==> src/rtl/lsu_pkg.sv <==
// +----------------------------------------------------------------------+
// | lsu_pkg : shared encodings and types for the load/store unit         |
// | Rev 1.0                                                              |
// +----------------------------------------------------------------------+
`default_nettype none

package lsu_pkg;

  localparam logic [2:0] F3_B  = 3'b000;
  localparam logic [2:0] F3_H  = 3'b001;
  localparam logic [2:0] F3_W  = 3'b010;
  localparam logic [2:0] F3_BU = 3'b100;
  localparam logic [2:0] F3_HU = 3'b101;

  localparam logic [3:0] BE_BYTE = 4'b0001;
  localparam logic [3:0] BE_HALF = 4'b0011;
  localparam logic [3:0] BE_WORD = 4'b1111;

  typedef enum logic [1:0] {
    ST_IDLE  = 2'd0,
    ST_ISSUE = 2'd1,
    ST_DONE  = 2'd2
  } lsu_state_e;

  // Unsigned variants only exist for loads, so a store with funct3[2] set is rejected.
  function automatic logic f3_illegal(input logic [2:0] f3, input logic st);
    logic legal;
    legal = (f3 == F3_B) || (f3 == F3_H) || (f3 == F3_W) ||
            (f3 == F3_BU) || (f3 == F3_HU);
    return !legal || (f3[2] && st);
  endfunction

  function automatic logic f3_misaligned(input logic [2:0] f3, input logic [1:0] lo);
    return ((f3[1:0] == 2'b01) && lo[0]) || ((f3 == F3_W) && (lo != 2'b00));
  endfunction

endpackage

`default_nettype wire

==> src/rtl/lsu_align.sv <==
// +----------------------------------------------------------------------+
// | lsu_align : byte enables, store lane replication, load extension     |
// | Rev 1.0                                                              |
// +----------------------------------------------------------------------+
`default_nettype none

module lsu_align
  import lsu_pkg::*;
(
  input  logic [2:0]  funct3,
  input  logic [1:0]  addr_lo,
  input  logic [31:0] wdata,
  input  logic [31:0] mem_rdata,
  output logic [3:0]  be,
  output logic [31:0] wdata_rep,
  output logic [31:0] load_data
);

  logic [7:0]  w_byte;
  logic [15:0] w_half;

  assign w_byte = mem_rdata[{addr_lo, 3'b000} +: 8];
  assign w_half = addr_lo[1] ? mem_rdata[31:16] : mem_rdata[15:0];

  always_comb begin
    be        = BE_WORD;
    wdata_rep = wdata;
    unique case (funct3[1:0])
      2'b00: begin
        be        = BE_BYTE << addr_lo;
        wdata_rep = {4{wdata[7:0]}};
      end
      2'b01: begin
        // Halfword lanes only ever start on an even byte.
        be        = BE_HALF << {addr_lo[1], 1'b0};
        wdata_rep = {2{wdata[15:0]}};
      end
      default: ;
    endcase
  end

  always_comb begin
    load_data = mem_rdata;
    unique case (funct3)
      F3_B:    load_data = {{24{w_byte[7]}}, w_byte};
      F3_BU:   load_data = {24'd0, w_byte};
      F3_H:    load_data = {{16{w_half[15]}}, w_half};
      F3_HU:   load_data = {16'd0, w_half};
      default: ;
    endcase
  end

endmodule

`default_nettype wire

==> src/rtl/load_store_unit.sv <==
// +----------------------------------------------------------------------+
// | load_store_unit : single-outstanding RISC-V style load/store unit    |
// | Option macro LSU_MISALIGN_TRAP_EN adds misalign trapping. Rev 1.0    |
// +----------------------------------------------------------------------+
`default_nettype none

module load_store_unit
  import lsu_pkg::*;
#(
  parameter int ACK_TIMEOUT = 15
) (
  input  logic        clock,
  input  logic        resetn,
  input  logic        req,
  input  logic        we,
  input  logic [2:0]  funct3,
  input  logic [31:0] addr,
  input  logic [31:0] wdata,
  output logic        busy,
  output logic        done,
  output logic        err,
  output logic [31:0] rdata,
`ifdef LSU_MISALIGN_TRAP_EN
  output logic        misalign,
`endif
  output logic [29:0] mem_addr,
  output logic [3:0]  mem_be,
  output logic [31:0] mem_wdata,
  output logic        mem_re,
  output logic        mem_we,
  input  logic [31:0] mem_rdata,
  input  logic        mem_ack
);

  localparam int CW = (ACK_TIMEOUT < 2) ? 1 : $clog2(ACK_TIMEOUT);
  localparam logic [CW-1:0] CNT_LAST = CW'(ACK_TIMEOUT - 1);

  lsu_state_e    state_q, state_d;
  logic          r_we;
  logic [2:0]    r_funct3;
  logic [31:0]   r_addr;
  logic [31:0]   r_wdata;
  logic [CW-1:0] r_cnt;
  logic [31:0]   r_rdata;
  logic          r_err;

  logic          w_capture;
  logic          w_fin_err;
  logic          w_load_fire;
  logic [31:0]   w_load_data;

  always_ff @(posedge clock or negedge resetn) begin
    if (!resetn) state_q <= ST_IDLE;
    else         state_q <= state_d;
  end

`ifdef LSU_MISALIGN_TRAP_EN
  logic w_fin_mis;
  logic r_mis;
`endif

  always_comb begin
    state_d     = state_q;
    w_capture   = 1'b0;
    w_fin_err   = 1'b0;
    w_load_fire = 1'b0;
    mem_re      = 1'b0;
    mem_we      = 1'b0;
`ifdef LSU_MISALIGN_TRAP_EN
    w_fin_mis   = 1'b0;
`endif
    unique case (state_q)
      ST_IDLE: begin
        if (req) begin
          w_capture = 1'b1;
          if (f3_illegal(funct3, we)) begin
            state_d   = ST_DONE;
            w_fin_err = 1'b1;
          end
`ifdef LSU_MISALIGN_TRAP_EN
          else if (f3_misaligned(funct3, addr[1:0])) begin
            state_d   = ST_DONE;
            w_fin_mis = 1'b1;
          end
`endif
          else begin
            state_d = ST_ISSUE;
          end
        end
      end
      ST_ISSUE: begin
        mem_re = !r_we;
        mem_we = r_we;
        // A late ack on the final allowed cycle still wins over the timeout.
        if (mem_ack) begin
          state_d     = ST_DONE;
          w_load_fire = !r_we;
        end else if (r_cnt == CNT_LAST) begin
          state_d   = ST_DONE;
          w_fin_err = 1'b1;
        end
      end
      ST_DONE: state_d = ST_IDLE;
      default: state_d = ST_IDLE;
    endcase
  end

  always_ff @(posedge clock or negedge resetn) begin
    if (!resetn) begin
      r_we     <= 1'b0;
      r_funct3 <= 3'b000;
      r_addr   <= 32'd0;
      r_wdata  <= 32'd0;
      r_cnt    <= '0;
      r_rdata  <= 32'd0;
      r_err    <= 1'b0;
    end else begin
      r_err <= w_fin_err;
      if (w_capture) begin
        r_we     <= we;
        r_funct3 <= funct3;
        r_addr   <= addr;
        r_wdata  <= wdata;
        r_cnt    <= '0;
      end else if (state_q == ST_ISSUE) begin
        r_cnt <= r_cnt + 1'b1;
      end
      if (w_load_fire) r_rdata <= w_load_data;
    end
  end

`ifdef LSU_MISALIGN_TRAP_EN
  always_ff @(posedge clock or negedge resetn) begin
    if (!resetn) r_mis <= 1'b0;
    else         r_mis <= w_fin_mis;
  end
  assign misalign = r_mis;
`endif

  lsu_align u_align (
    .funct3    (r_funct3),
    .addr_lo   (r_addr[1:0]),
    .wdata     (r_wdata),
    .mem_rdata (mem_rdata),
    .be        (mem_be),
    .wdata_rep (mem_wdata),
    .load_data (w_load_data)
  );

  assign busy     = (state_q != ST_IDLE);
  assign done     = (state_q == ST_DONE);
  assign err      = r_err;
  assign rdata    = r_rdata;
  assign mem_addr = r_addr[31:2];

endmodule

`default_nettype wire

==> config.mk <==
export PLATFORM = sky130hd
export DESIGN_NAME = load_store_unit
export DESIGN_NICKNAME = d
export VERILOG_FILES = /design/src/rtl/lsu_pkg.sv /design/src/rtl/lsu_align.sv /design/src/rtl/load_store_unit.sv
export SDC_FILE = /design/constraint.sdc
export NUM_CORES = 1
export LEC_CHECK = 0
export BUFFER_PORTS_ARGS = -buffer_cell sky130_fd_sc_hd__buf_2
export CORE_ASPECT_RATIO = 0.6
export CORE_UTILIZATION = 46
export CTS_BUF_LIST = sky130_fd_sc_hd__clkbuf_4
export DETAILED_ROUTE_END_ITERATION = 10
export PLACE_DENSITY = 0.74
export SYNTH_ARGS = -nofsm -noshare
export SYNTH_HDL_FRONTEND = slang
export SYNTH_HIERARCHICAL = 1
export SYNTH_SLANG_ARGS = --single-unit
export TNS_END_PERCENT = 10
==> constraint.sdc <==
create_clock -name clock -period 4.85 [get_ports clock]
set_input_delay 0 -clock clock [delete_from_list [all_inputs] [get_ports clock]]
set_output_delay 0 -clock clock [all_outputs]
set_load 0.03 [all_outputs]
==> results.cfg <==
[outcome]
status = finished clean

[cells_and_area]
fin_util_pct = 63.8
area_growth_pct = 32.8
final_area_sq_um = 7850
layout-drive-gt1-share_pct = 52.0
final_nets = 817

[logic_synthesis]
netlist_top_cells_count = dfrtp_1 (107), mux2_4 (68), mux2_2 (50)
synth-xor-area-share_pct = 0.148
synth_mux_area_share_pct = 28.5
ys_types = 45
synth.avg_cell_area_sq_um = 13.0
synth_compound_area_share_pct = 10.5
synthTopCellsByArea = dfrtp_1 (45%), mux2_4 (17%), mux2_2 (9.5%)
async_flop_share_pct = 100
synth_ff_type = dfrtp_1
synth-simple-area-share_pct = 5.74
synth_edf_count = 0
yosys.area_share.adder_pct = 0.424
synth_most_common_cell = dfrtp_1
syn_area_sq_um = 5910
yosysWarningCount = 6
synth_top_area_share_pct = 45.3
synth_fp_nets = 559
synth-seq-cells = 107
yosysSeqAreaShare_pct = 45.3
synth_top_family_by_area = multiplexers
synth_cells = 453
synth_largest_area_cell = dfrtp_1

[place]
dp_hpwl_um = 10100
place_ws_ns = 2.53
port_buffers = 206
place_area_sq_um = 6680
gp_congestion = 0.875

[cts]
cts_buffers = 9
h-tree-depth = 3
clkSinkCount = 107
clk_pin_slew_ns = 0.16
cts_root_buffer = clkbuf_4
clkLatencyLatePin_ns = 0.45
clock_path_buffers = 2
cts_tree = done
postCtsSetupBuffers = 0

[floorplanning]
ios = 207
fp.coreArea_sq_um = 12300
die_w_um = 148
rows = 31
die_h_um = 89.8
start_util_pct = 48.1
die-area_sq_um = 13300

[global_routing]
grt_pass1_wl_um = 25400
antenna_found_initial = 1
track_usage_pct = 24.5
grt_max_degree = 58
grt_pass1_vias = 4805
gr-total-overflow = 0

[setup_path]
crit_path_frequent_cell = buf_4
reg2reg_depth = 5
worstPathRequired_ns = 4.85
cp_max_fo = 46
arrival_ns = 2.53
crit_type = register to primary output
critical-path-slowest-cell = dfrtp_2
path_cells = buf_4, nor2_1, buf_4, mux2_2, buf_2
critPathLaunchType = register
crit_path_max_incr_delay_ns = 0.92
cp-end-kind = primary output
r2r_slack_ns = 2.49
reg2reg_to = rdata[15]
worst_r2r_startpoint = r_addr[1]

[drt]
wl_per_cell_um = 18.1
drt_wl_total_um = 16000
drt_iter0_drc = 245
drtAntennaViolNets = 0
via_count = 4595
drc_errors = 0
drtPass1Iterations = 5
via_per_inst = 5.20

[sta]
hold_violations = 0
fin_skew_ns = 0.0141
slew_headroom_pct = 32.2
fin_crit_sh_pct = 52.1
fin_ws_ns = 2.32
grt_setup_unrepaired = false
tightest_slew_ns = 1.02
fmax_mhz = 396
final.setup.tns_ns = 0
finalSetupViolations = 0
period_minus_slack_ns = 2.53
drv_slew = 0

[power_and_ir_drop]
p_per_area_nw_per_um2 = 553
p_total_w = 0.00434
peakVddDrop_mv = 0.306
cellLeakagePower_nw = 3.88

[hold_path]
hold_path_class = input pin to register
min_from = mem_rdata[7]
min_to = rdata[7]
holdPathStages = 4

[flow_run]
maxCapViolCount = 0
through the flow:
stage               hold WS, ns  cells
floorplan                -0.296    453
global placement         0.0790    763
detailed placement       0.0838    763
CTS                      0.0554    881
global route             0.0473    882
finish                   0.0934    883
sequential cells by signal (all words and copies together) (netlist names):
name      cells
state_q       2
r_addr       32
err           1
r_wdata      32
r_we          1
r_funct3      3
r_cnt         4
rdata        32
repair_timing:
action	in CTS	in global routing
hold buffers	102	0
gates resized for setup	0	0
hold endpoints to repair	152	0
routing by layer:
| layer | track usage, % | vias to the layer above | wire (um) |
|---|---|---|---|
| met1 | 32.5 | 2250 | 6960 |
| met5 | 0 | - | 0 |
| met4 | 5.76 | 0 | 246 |
| li1 | - | 2088 | - |
| met2 | 40.1 | 229 | 7470 |
| met3 | 6.40 | 28 | 1290 |
worst max-delay path, delay by kind of cell (launching register included):
kind	cells	cell delay, ns
buf+inv	3	0.77
flops	1	0.92
mux	1	0.30
simple gates	1	0.10
cell usage in the layout (no fill, tap or decap), drive strengths merged, types with 3 or more instances in the layout:
cell type	synthesis	layout
o21ai	28	28
dfrtp	107	107
clkinv	0	3
mux2i	10	10
nand2	18	18
buf	60	212
nand2b	5	5
nand3	5	5
a221o	7	7
a21oi	9	9
a2bb2oi	7	7
a22o	7	7
nor2	11	11
mux2	118	118
dlygate4sd3	0	102
inv	8	9
o22a	6	6
clkbuf	7	10
nor2b	17	17
final cells by class:
class	instances	area, sq um
diodes	2	5.00
clock buffers	10	75.1
clock inverters	6	65.1
fillers	913	4450
inverters	8	30.0
multi-input cells	271	2690
flip-flops and latches	107	2680
well taps	165	206
repair buffers	314	2100
logic make-up (layout without fill, tap and decap cells):
kind of cell | after synthesis | count (layout)
XOR/XNOR | 1 | 1
multiplexers | 128 | 128
buffers and inverters | 75 | 338
AO/OA/AOI/OAI | 78 | 78
other | 0 | 2
AND/OR/NAND/NOR | 62 | 62
adder cells (fa/ha/maj) | 2 | 2
flip-flops | 107 | 107
worst max path at each step:
stage                start       endpoint  slack, ns  cells after the start
2_1_floorplan    r_addr[0]      rdata[16]       3.16                      6
3_3_place_gp   r_funct3[1]      rdata[23]       2.58                      6
3_5_place_dp   r_funct3[1]      rdata[26]       2.53                      6
4_1_cts        r_funct3[1]  mem_wdata[11]       2.27                      5
5_1_grt        r_funct3[1]   mem_wdata[9]       2.12                      5
6_report       r_funct3[1]  mem_wdata[10]       2.32                      5
report_power, final:
part	internal, W	total (W)	switching (W)
Combinational	0.000992	0.00237	0.00137
Clock	0.000165	0.000471	0.000306
Sequential	0.00121	0.00151	0.000293
Power figures use the tool's default switching activity.
